==> src/rtl/compress_pkg.sv <==
// Shared definitions for the compression pipeline.
//   - default chunk / field / length widths
//   - packer FSM state type
//   - per-code field lengths (2-bit code + payload), also used by the
//     length-generation stage so both sides agree on field sizes
package compress_pkg;

    localparam int CACHE_LINE  = 128;
    localparam int MAX_FIELD   = 34;
    localparam int LEN_W       = 6;
    localparam int LINE_BITS_W = 16;

    localparam int CODE_W   = 2;
    localparam int LEN_ZERO = CODE_W;        // code 00: all-zero word, code only
    localparam int LEN_BYTE = CODE_W + 8;    // code 01: 8-bit payload
    localparam int LEN_HALF = CODE_W + 16;   // code 10: 16-bit payload
    localparam int LEN_FULL = CODE_W + 32;   // code 11: uncompressed word

    typedef enum logic [0:0] {
        ACCUM = 1'b0,
        FLUSH = 1'b1
    } packer_state_t;

    function automatic logic [LEN_W-1:0] code_length(input logic [CODE_W-1:0] code);
        logic [LEN_W-1:0] len;
        len = LEN_W'(LEN_ZERO);
        case (code)
            2'b00:   len = LEN_W'(LEN_ZERO);
            2'b01:   len = LEN_W'(LEN_BYTE);
            2'b10:   len = LEN_W'(LEN_HALF);
            default: len = LEN_W'(LEN_FULL);
        endcase
        return len;
    endfunction

endpackage

==> src/rtl/field_concat.sv <==
// Combinational merge of the two per-beat fields.
// Masks each right-aligned field to its length and stacks them MSB-first
// into a left-aligned vector (field1 on top, field2 directly below it).
// Ports:
//   field1, field2   right-aligned field bits (bits at/above length ignored)
//   length1, length2 field lengths, 0..MAX_FIELD
//   packed_bits      left-aligned concatenation, 2*MAX_FIELD bits
//   total_len        length1 + length2
module field_concat
    import compress_pkg::*;
#(
    parameter int MAX_FIELD = compress_pkg::MAX_FIELD,
    parameter int LEN_W     = compress_pkg::LEN_W,
    localparam int FW       = 2 * MAX_FIELD,
    localparam int TOT_W    = $clog2(FW + 1)
) (
    input  logic [MAX_FIELD-1:0] field1,
    input  logic [MAX_FIELD-1:0] field2,
    input  logic [LEN_W-1:0]     length1,
    input  logic [LEN_W-1:0]     length2,
    output logic [FW-1:0]        packed_bits,
    output logic [TOT_W-1:0]     total_len
);

    logic [LEN_W-1:0]     len1_c;
    logic [LEN_W-1:0]     len2_c;
    logic [MAX_FIELD-1:0] mask1;
    logic [MAX_FIELD-1:0] mask2;
    logic [FW-1:0]        f1_ext;
    logic [FW-1:0]        f2_ext;
    logic [TOT_W-1:0]     sh1;
    logic [TOT_W-1:0]     sh2;

    always_comb begin
        // Illegal lengths are clamped so the shift amounts never wrap.
        len1_c = (length1 > LEN_W'(MAX_FIELD)) ? LEN_W'(MAX_FIELD) : length1;
        len2_c = (length2 > LEN_W'(MAX_FIELD)) ? LEN_W'(MAX_FIELD) : length2;

        // Shifting a full-width vector by MAX_FIELD yields zero -> all-ones mask.
        mask1 = ~({MAX_FIELD{1'b1}} << len1_c);
        mask2 = ~({MAX_FIELD{1'b1}} << len2_c);

        f1_ext = {{MAX_FIELD{1'b0}}, field1 & mask1};
        f2_ext = {{MAX_FIELD{1'b0}}, field2 & mask2};

        sh1 = TOT_W'(FW) - TOT_W'(len1_c);
        sh2 = sh1 - TOT_W'(len2_c);

        packed_bits = (f1_ext << sh1) | (f2_ext << sh2);
        total_len   = TOT_W'(len1_c) + TOT_W'(len2_c);
    end

endmodule

==> src/rtl/compressed_bit_packer.sv <==
// Packs up to two variable-length fields per beat into an MSB-first bit
// buffer and streams fixed CACHE_LINE-bit chunks. The last beat of a line
// flushes the partial chunk zero-padded and reports the line's bit total.
//
//   state | meaning
//   ------+--------------------------------------------------------------
//   ACCUM | accepting beats; emit a chunk whenever more than a line is held
//   FLUSH | line closed; drain every chunk, last one zero-padded, no input
//
// Ports:
//   i_clk, i_reset         clock, synchronous active-high reset
//   i_valid / o_ready      upstream beat handshake
//   i_field1/2, i_length1/2 fields and their lengths (field1 packed first)
//   i_last                 beat closes the current line
//   o_out_valid/i_out_ready chunk handshake
//   o_out_data, o_out_last chunk bits (MSB oldest), chunk closes the line
//   o_line_done            one-cycle pulse after the closing chunk
//   o_line_bits            bit total of the last completed line
module compressed_bit_packer
    import compress_pkg::*;
#(
    parameter int CACHE_LINE  = compress_pkg::CACHE_LINE,
    parameter int MAX_FIELD   = compress_pkg::MAX_FIELD,
    parameter int LEN_W       = compress_pkg::LEN_W,
    parameter int LINE_BITS_W = compress_pkg::LINE_BITS_W
) (
    input  logic                   i_clk,
    input  logic                   i_reset,
    input  logic                   i_valid,
    output logic                   o_ready,
    input  logic [MAX_FIELD-1:0]   i_field1,
    input  logic [MAX_FIELD-1:0]   i_field2,
    input  logic [LEN_W-1:0]       i_length1,
    input  logic [LEN_W-1:0]       i_length2,
    input  logic                   i_last,
    output logic                   o_out_valid,
    input  logic                   i_out_ready,
    output logic [CACHE_LINE-1:0]  o_out_data,
    output logic                   o_out_last,
    output logic                   o_line_done,
    output logic [LINE_BITS_W-1:0] o_line_bits
);

    localparam int BUF_W = 2 * CACHE_LINE;
    localparam int FW    = 2 * MAX_FIELD;
    localparam int CNT_W = $clog2(BUF_W + 1);
    localparam int TOT_W = $clog2(FW + 1);

    localparam logic [CNT_W-1:0] CNT_LINE      = CNT_W'(CACHE_LINE);
    // Highest fill at which a worst-case beat still fits in the buffer.
    localparam logic [CNT_W-1:0] CNT_READY_MAX = CNT_W'(BUF_W - FW);

    packer_state_t          state_q;
    logic [BUF_W-1:0]       buf_q;
    logic [CNT_W-1:0]       count_q;
    logic [LINE_BITS_W-1:0] acc_q;
    logic [LINE_BITS_W-1:0] line_bits_q;
    logic                   line_done_q;

    logic [FW-1:0]    packed_bits;
    logic [TOT_W-1:0] total_len;

    logic             emit;
    logic             accept;
    logic [BUF_W-1:0] buf_shift;
    logic [CNT_W-1:0] count_shift;
    logic [BUF_W-1:0] append_vec;
    logic [BUF_W-1:0] buf_next;
    logic [CNT_W-1:0] count_next;

    field_concat #(
        .MAX_FIELD (MAX_FIELD),
        .LEN_W     (LEN_W)
    ) u_field_concat (
        .field1      (i_field1),
        .field2      (i_field2),
        .length1     (i_length1),
        .length2     (i_length2),
        .packed_bits (packed_bits),
        .total_len   (total_len)
    );

    always_comb begin
        o_out_valid = (state_q == FLUSH) || (count_q > CNT_LINE);
        o_out_last  = (state_q == FLUSH) && (count_q <= CNT_LINE);
        o_ready     = (state_q == ACCUM) && (count_q <= CNT_READY_MAX);
        o_out_data  = buf_q[BUF_W-1 -: CACHE_LINE];

        emit   = o_out_valid && i_out_ready;
        accept = i_valid && o_ready;

        buf_shift   = buf_q;
        count_shift = count_q;
        if (emit) begin
            buf_shift   = buf_q << CACHE_LINE;
            count_shift = (count_q > CNT_LINE) ? (count_q - CNT_LINE) : '0;
        end

        // New bits land right behind whatever survives this cycle's emission.
        append_vec = {packed_bits, {(BUF_W - FW){1'b0}}} >> count_shift;

        buf_next   = buf_shift;
        count_next = count_shift;
        if (accept) begin
            buf_next   = buf_shift | append_vec;
            count_next = count_shift + CNT_W'(total_len);
        end
    end

    always_ff @(posedge i_clk) begin
        if (i_reset) begin
            state_q     <= ACCUM;
            buf_q       <= '0;
            count_q     <= '0;
            acc_q       <= '0;
            line_bits_q <= '0;
            line_done_q <= 1'b0;
        end else begin
            line_done_q <= 1'b0;
            if (emit && o_out_last) begin
                state_q     <= ACCUM;
                buf_q       <= '0;
                count_q     <= '0;
                line_bits_q <= acc_q;
                acc_q       <= '0;
                line_done_q <= 1'b1;
            end else begin
                buf_q   <= buf_next;
                count_q <= count_next;
                if (accept) begin
                    acc_q <= acc_q + LINE_BITS_W'(total_len);
                    if (i_last) begin
                        state_q <= FLUSH;
                    end
                end
            end
        end
    end

    assign o_line_done = line_done_q;
    assign o_line_bits = line_bits_q;

endmodule
==> config.mk <==
export PLATFORM = sky130hd
export DESIGN_NAME = compressed_bit_packer
export DESIGN_NICKNAME = d
export VERILOG_FILES = /design/src/rtl/compress_pkg.sv /design/src/rtl/field_concat.sv /design/src/rtl/compressed_bit_packer.sv
export SDC_FILE = /design/constraint.sdc
export NUM_CORES = 1
export LEC_CHECK = 0
export ABC_CLOCK_PERIOD_IN_PS = 7100
export BUFFER_PORTS_ARGS = -buffer_cell sky130_fd_sc_hd__buf_2
export CAP_MARGIN = 40
export CORE_MARGIN = 4
export CORE_UTILIZATION = 30
export CTS_BUF_LIST = sky130_fd_sc_hd__clkbuf_4 sky130_fd_sc_hd__clkbuf_8
export CTS_CLUSTER_SIZE = 14
export DETAILED_ROUTE_END_ITERATION = 8
export PLACE_DENSITY = 0.49
export SYNTH_ARGS = -nofsm -noshare
export SYNTH_HDL_FRONTEND = slang
export SYNTH_SLANG_ARGS = --single-unit
==> constraint.sdc <==
create_clock -name i_clk -period 7.1 [get_ports i_clk]
set_clock_uncertainty 0.1 [all_clocks]
set_input_delay 0.71 -clock i_clk [delete_from_list [all_inputs] [get_ports i_clk]]
set_output_delay 0.71 -clock i_clk [all_outputs]
set_load 0.005 [all_outputs]
Yosys cells after proc, flatten, opt, wreduce, memory -nomap -nowiden --
Cells that the tools add are included.
Operators by class: add/subtract/negate cells 6, order comparisons 5, shifts and indexed selects 5, muxes and demuxes 8, bitwise gates (word level) 7, reduce and logical (&&, ||, !) cells 8
Operators by type and width (count):
- $mux 256 | 2
- $or 256x256->256 | 1
- $shr 256x9->256 | 1
- $shl 34x7->68 | 2
- $and 34x34->34 | 2
- $not 34->34 | 2
- $or 68x68->68 | 1
- $shl 34x6->34 const A | 2
- $mux 9 | 3
- $le 9x8->1 const B | 2
- $add 16x7->16 | 1
- $gt 6x6->1 const B | 2
- $mux 6 | 2
- $add 9x7->9 | 1
- $gt 9x8->1 const B | 1
- $sub 9x8->9 const B | 1
- $add 6x6->7 | 1
- $sub 7x6->7 | 1
- $sub 7x6->7 const A | 1
- $logic_and 1x1->1 | 5
- $reduce_and 2->1 | 1
- $reduce_or 2->1 | 1
- $logic_or 1x1->1 | 1
- $mux 1 | 1
- $not 1->1 | 1
Word-level totals: register bits after elaboration 299, input port bits 85, output and inout port bits 148

Depth between registers and ports, before layout --
word-level depth 10, gate-level depth with buffers 32, mapped depth without buffers 23

Hierarchy --
From an unflattened synthesis, not the netlist that was laid out.
Unflattened totals: cells, all modules 4071, area total of the unflattened synthesis 29951.2 um^2
By module, submodules not included:
- compressed_bit_packer | instances 1, cells an instance 2972, area each 22302.6 um^2, seq. area each 5985.7 um^2
- field_concat | instances 1, cells an instance 1099, area each 7648.6 um^2, seq. area each 0.0 um^2

Least setup slack after synthesis --
No wires, ideal clock.
path type in2reg, from input i_length1[5], to register buf_q[24], data arrival time 7594 ps, required time 6883 ps, path slack -711 ps, stages on the path 31, buffers on the path 13, cells stage by stage buf_2 > buf_2 > clkbuf_1 > buf_2 > buf_1 > o31ai_1 > nand2_1 > ha_1 > clkbuf_1 > clkbuf_1 > buf_1 > clkbuf_1 > clkbuf_1 > xnor2_1 > ha_1 > clkbuf_1 > inv_1 > buf_1 > clkbuf_1 > o211ai_1 > a21o_1 > nand2_1 > nor3_1 > or4_1 > mux2_4 > mux2_4 > mux2_4 > a211o_1 > a31oi_4 > o22ai_1 > a22o_1
Between the ends: cells in the longest elaborated chain, start to end 10, elaborated cells between the ends (all ways) 13, those cells by class add/sub (2); order compare (1); shift (4); mux (2); bitwise (4)
Ends and longest elaborated chain:
- from (decl) | line compressed_bit_packer.sv:33 | input logic [LEN_W-1:0] i_length1,
- $gt 6x6->1 | line field_concat.sv:36 | len1_c = (length1 > LEN_W'(MAX_FIELD)) ? LEN_W'(MAX_FIELD) : length1;
- $mux 6 * | line field_concat.sv:36
- parallel branches: the longest is 4 deep, another holds $sub 7x6->7
- $or 68x68->68 * | line field_concat.sv:49 | packed_bits = (f1_ext << sh1) | (f2_ext << sh2);
- $shr 256x9->256 * | line compressed_bit_packer.sv:100 | append_vec = {packed_bits, {(BUF_W - FW){1'b0}}} >> count_shift;
- $or 256x256->256 * | line compressed_bit_packer.sv:105 | buf_next = buf_shift | append_vec;
- $mux 256 * | line compressed_bit_packer.sv:104 | if (accept) begin
- to (signal assigned) | line compressed_bit_packer.sv:128 | buf_q <= buf_next;
- to (decl) | line compressed_bit_packer.sv:54 | logic [BUF_W-1:0] buf_q;
Mark *: on every way between the ends. A chain may end at the register's enable or synchronous reset.

Worst setup path after layout --
from input i_length1[2], to register buf_q[167]
Same word-level chain as after synthesis.

==> run_summary.xml <==
<?xml version="1.0" encoding="UTF-8"?>
<metrics>
  <group name="floorplan">
    <metric name="chipWidth" unit="um">320</metric>
    <metric name="core_area" unit="sq mm">0.0966</metric>
    <metric name="start_util" unit="">0.302</metric>
    <metric name="placementRows" unit="">114</metric>
    <metric name="dieHeight" unit="um">320</metric>
    <metric name="ioPinCount" unit="">233</metric>
    <metric name="die-area" unit="sq mm">0.102</metric>
  </group>
  <group name="detailed_routing">
    <metric name="drt-wirelength-per-cell" unit="um">30.9</metric>
    <metric name="dr.first_iter.drc_count" unit="">4857</metric>
    <metric name="route.vias.total" unit="">36900</metric>
    <metric name="drcViolationCount" unit="">0</metric>
    <metric name="wirelength" unit="mm">180</metric>
    <metric name="detail-route-antenna-nets" unit="">0</metric>
    <metric name="viasPerCell" unit="">6.35</metric>
    <metric name="drt_first_pass_iters" unit="">7</metric>
  </group>
  <group name="worst_hold_path">
    <metric name="worst_hold_path_type" unit="">primary input to register</metric>
    <metric name="holdPathStages" unit="">3</metric>
  </group>
  <group name="timing">
    <metric name="setup-violations-final" unit="">0</metric>
    <metric name="final_critical_path_setup_slack" unit="ns">0.254</metric>
    <metric name="fmax" unit="GHz">0.146</metric>
    <metric name="hold_viol_final" unit="">0</metric>
    <metric name="grt_setup_unrepaired" unit="">no</metric>
    <metric name="maxSlewViolCount" unit="">0</metric>
    <metric name="worst_slew_pin_slew" unit="ns">1.00</metric>
    <metric name="timing.final.crit_period" unit="ns">6.85</metric>
    <metric name="maxSlewHeadroom" unit="">0.332</metric>
    <metric name="finalCritPeriodShare" unit="">0.964</metric>
  </group>
  <group name="placed_design">
    <metric name="gpl.final_weighted_congestion" unit="">1.03</metric>
    <metric name="hpwl" unit="mm">142</metric>
    <metric name="dpl_cell_area" unit="sq mm">0.0345</metric>
    <metric name="placed_cells_incl_taps" unit="">5721</metric>
    <metric name="numPortBuffers" unit="">232</metric>
    <metric name="placement_stage_worst_setup_slack" unit="ns">-0.132</metric>
  </group>
  <group name="clock_network">
    <metric name="tritoncts_num_sinks" unit="">299</metric>
    <metric name="cts_tree" unit="">done</metric>
    <metric name="postCtsSetupBuffers" unit="">0</metric>
    <metric name="cts_bufs_inserted" unit="">55</metric>
    <metric name="clk_latency" unit="ns">0.71</metric>
    <metric name="cts_resized" unit="">0</metric>
    <metric name="clk_root_buffer_cell" unit="">sky130_fd_sc_hd__clkbuf_8</metric>
    <metric name="ctsLongestPathBuffers" unit="">3</metric>
    <metric name="cts.reportedPaths.clkPinSlew" unit="ns">0.06</metric>
    <metric name="ctsHoldBuffers" unit="">0</metric>
    <metric name="cts_htree_levels" unit="">2</metric>
  </group>
  <group name="finish">
    <metric name="most_common_cell_after_layout_fill_and_taps_aside" unit="">sky130_fd_sc_hd__buf_4</metric>
    <metric name="areaGrowthSynthToFinish" unit="%">22.6</metric>
    <metric name="layout_cells_sized_above_1" unit="">0.246</metric>
    <metric name="utilization" unit="">0.370</metric>
    <metric name="layout.nets" unit="">4620</metric>
    <metric name="layout_common_cells" unit="">sky130_fd_sc_hd__buf_4 (591), sky130_fd_sc_hd__nand2_1 (510), sky130_fd_sc_hd__nor2_1 (398)</metric>
    <metric name="post_layout_nonfiller_instances" unit="">5822</metric>
    <metric name="finish.instance_area" unit="sq mm">0.0357</metric>
    <metric name="num-fill-cells" unit="">10400</metric>
  </group>
  <group name="setup_path">
    <metric name="timing.critical_path.from_type" unit="">primary input</metric>
    <metric name="cp_data_required_time" unit="ns">7.51</metric>
    <metric name="timing_worst_setup_path_type" unit="">primary input to register</metric>
    <metric name="worst-endpoint-arrival" unit="ns">7.25</metric>
    <metric name="crit_path_max_fanout" unit="">7</metric>
    <metric name="reg2regPathDepth" unit="">11</metric>
    <metric name="critical_path.endpoint_type" unit="">register</metric>
  </group>
  <group name="synthesis">
    <metric name="postSynthRegisterBits" unit="">299</metric>
    <metric name="mappedNetlistArea" unit="sq mm">0.0292</metric>
    <metric name="synth-main-ff-cell" unit="">sky130_fd_sc_hd__dfxtp_1</metric>
    <metric name="mappedNetlistNets" unit="">4183</metric>
    <metric name="postSynthAreaPerCell" unit="sq um">7.17</metric>
    <metric name="postSynthCellCount" unit="">4065</metric>
    <metric name="netlist.area_leader.share" unit="">0.205</metric>
    <metric name="synth_top_area_cell" unit="">sky130_fd_sc_hd__dfxtp_1</metric>
    <metric name="synth.lib_cells_used.distinct" unit="">114</metric>
    <metric name="synth-seq-area-share" unit="">0.205</metric>
    <metric name="synth_area_leaders" unit="">sky130_fd_sc_hd__dfxtp_1 (21%), sky130_fd_sc_hd__nand2_1 (6.6%), sky130_fd_sc_hd__mux2i_1 (5.3%), sky130_fd_sc_hd__nor2_1 (5.2%), sky130_fd_sc_hd__a21oi_1 (5.1%)</metric>
    <metric name="synth.yosys.warnings" unit="">0</metric>
    <metric name="asyncSetResetFlopFracSynth" unit="">0</metric>
    <metric name="post_synth_edffs" unit="">0</metric>
  </group>
  <group name="power_and_ir_drop">
    <metric name="report.power.total" unit="mW">12.3</metric>
    <metric name="cellLeakagePower" unit="nW">14.2</metric>
    <metric name="peakVddDrop" unit="mV">0.169</metric>
    <metric name="ratio_of_total_power_to_cell_area" unit="mW/mm^2">343</metric>
  </group>
  <group name="global_route">
    <metric name="global_route_wire_length_before_repair" unit="mm">256</metric>
    <metric name="grt_start_max_net_pins" unit="">120</metric>
    <metric name="grt_overflow" unit="">0</metric>
    <metric name="first_global_vias" unit="">34400</metric>
    <metric name="grtUsageTotal" unit="">0.333</metric>
    <metric name="number_of_antenna_violations_at_the_first_check_in_global_routing" unit="">5</metric>
  </group>
  <group name="run">
    <metric name="drv.max_cap_violation_count" unit="">0</metric>
  </group>
  <group name="outcome">
    <metric name="outcome" unit="">complete, no violations</metric>
  </group>
</metrics>
[routing by layer]
metal	GRT usage	part of all wire	vias up
met5	0	0	-
met4	0.175	0.064	0
met3	0.0604	0.095	472
met2	0.509	0.43	2329
met1	0.447	0.41	17900
li1	-	-	16300
[power breakdown]
part	total, mW	internal (mW)	switching, mW
logic	8.24	2.99	5.25
clock network	1.93	1.11	0.821
registers	2.10	1.89	0.203
total	12.3	5.99	6.27
[through the flow]
step	hold slack [ns]	setup TNS, ns
final	0.200	0
after global routing	0.193	0
after CTS	0.146	0
after detailed placement	0.344	-1.24
after global placement	0.338	-4.49
after floorplan	0.325	0
[kinds of logic after synthesis]
logic type               after synthesis  share of synthesized area
AO/OA/AOI/OAI                       1503                      0.357
XOR/XNOR                              26                     0.0100
adder cells (fa/ha/maj)               35                     0.0156
buffers and inverters                513                     0.0872
flip-flops                           299                      0.205
multiplexers                         234                     0.0977
AND/OR/NAND/NOR                     1455                      0.227
[path summary, 6_finish.rpt]
| check | startpoint | slack [ns] | end |
|---|---|---|---|
| setup / recovery | i_length1[2] | 0.25 | buf_q[167] |
| setup reg to reg | count_q[7] | 1.79 | buf_q[244] |
| hold / removal | i_last | 0.20 | state_q |
| hold reg to reg | o_line_bits[15] | 0.35 | o_line_bits[15] |
[cell type report]
cell class | instances | area, sq um | area share
Antenna cell | 1 | 2.50 | 0.0000700
Clock buffer | 86 | 1070 | 0.0300
Clock inverter | 14 | 194 | 0.00543
Inverter | 49 | 184 | 0.00515
Multi-Input combinational cell | 3253 | 20700 | 0.580
Sequential cell | 299 | 5990 | 0.168
Tap cell | 1276 | 1600 | 0.0447
Timing Repair Buffer | 844 | 5980 | 0.167
[state kept, by name (all words and copies together), names as in the netlist]
signal / flops
o_line_done: 1
acc_q: 16
buf_q: 256
o_line_bits: 16
count_q: 9
state_q: 1
[Yosys cell counts (29+ instances only)]
| cell | instances |
|---|---|
| sky130_fd_sc_hd__and2_1 | 33 |
| sky130_fd_sc_hd__mux4_2 | 34 |
| sky130_fd_sc_hd__dfxtp_1 | 299 |
| sky130_fd_sc_hd__nand3_1 | 109 |
| sky130_fd_sc_hd__a21oi_1 | 299 |
| sky130_fd_sc_hd__buf_2 | 50 |
| sky130_fd_sc_hd__nand2_1 | 515 |
| sky130_fd_sc_hd__ha_1 | 30 |
| sky130_fd_sc_hd__o211ai_1 | 66 |
| sky130_fd_sc_hd__mux2i_1 | 155 |
| sky130_fd_sc_hd__or3_1 | 29 |
| sky130_fd_sc_hd__nor2_1 | 406 |
| sky130_fd_sc_hd__o21ai_0 | 246 |
| sky130_fd_sc_hd__o221ai_1 | 40 |
| sky130_fd_sc_hd__o21a_1 | 43 |
| sky130_fd_sc_hd__mux2_2 | 40 |
| sky130_fd_sc_hd__a22oi_1 | 64 |
| sky130_fd_sc_hd__o22ai_1 | 110 |
| sky130_fd_sc_hd__a221oi_1 | 83 |
| sky130_fd_sc_hd__buf_1 | 32 |
| sky130_fd_sc_hd__inv_1 | 45 |
| sky130_fd_sc_hd__nor4_1 | 38 |
| sky130_fd_sc_hd__a211oi_1 | 84 |
| sky130_fd_sc_hd__clkbuf_1 | 241 |
| sky130_fd_sc_hd__a21o_1 | 33 |
| sky130_fd_sc_hd__buf_4 | 134 |
| sky130_fd_sc_hd__nor3_1 | 153 |
| sky130_fd_sc_hd__a31oi_1 | 80 |
[worst max-delay path: stages]
cell and delay (ns):
sky130_fd_sc_hd__buf_2 0.13, sky130_fd_sc_hd__o41a_1 0.46, sky130_fd_sc_hd__nor2_2 0.14, sky130_fd_sc_hd__inv_2 0.05, sky130_fd_sc_hd__ha_1 0.21, sky130_fd_sc_hd__nor2b_1 0.17
sky130_fd_sc_hd__o21ai_0 0.12, sky130_fd_sc_hd__nand3_1 0.16, sky130_fd_sc_hd__inv_1 0.09, sky130_fd_sc_hd__ha_1 0.42, sky130_fd_sc_hd__nand2b_1 0.11, sky130_fd_sc_hd__or4_1 0.43
sky130_fd_sc_hd__o211ai_1 0.26, sky130_fd_sc_hd__buf_4 0.21, sky130_fd_sc_hd__o22ai_2 0.15, sky130_fd_sc_hd__buf_4 0.19, sky130_fd_sc_hd__o32ai_1 0.17, sky130_fd_sc_hd__a2111oi_0 0.16
sky130_fd_sc_hd__buf_4 0.18, sky130_fd_sc_hd__nor4_1 0.32, sky130_fd_sc_hd__a21oi_1 0.22, sky130_fd_sc_hd__a221oi_1 0.71, sky130_fd_sc_hd__nor2_1 0.15, sky130_fd_sc_hd__a21oi_1 0.23
sky130_fd_sc_hd__buf_4 0.15, sky130_fd_sc_hd__o221ai_1 0.11, sky130_fd_sc_hd__a21oi_1 0.67, sky130_fd_sc_hd__o22ai_1 0.15
No activity file was read; power rests on OpenSTA's default activity.
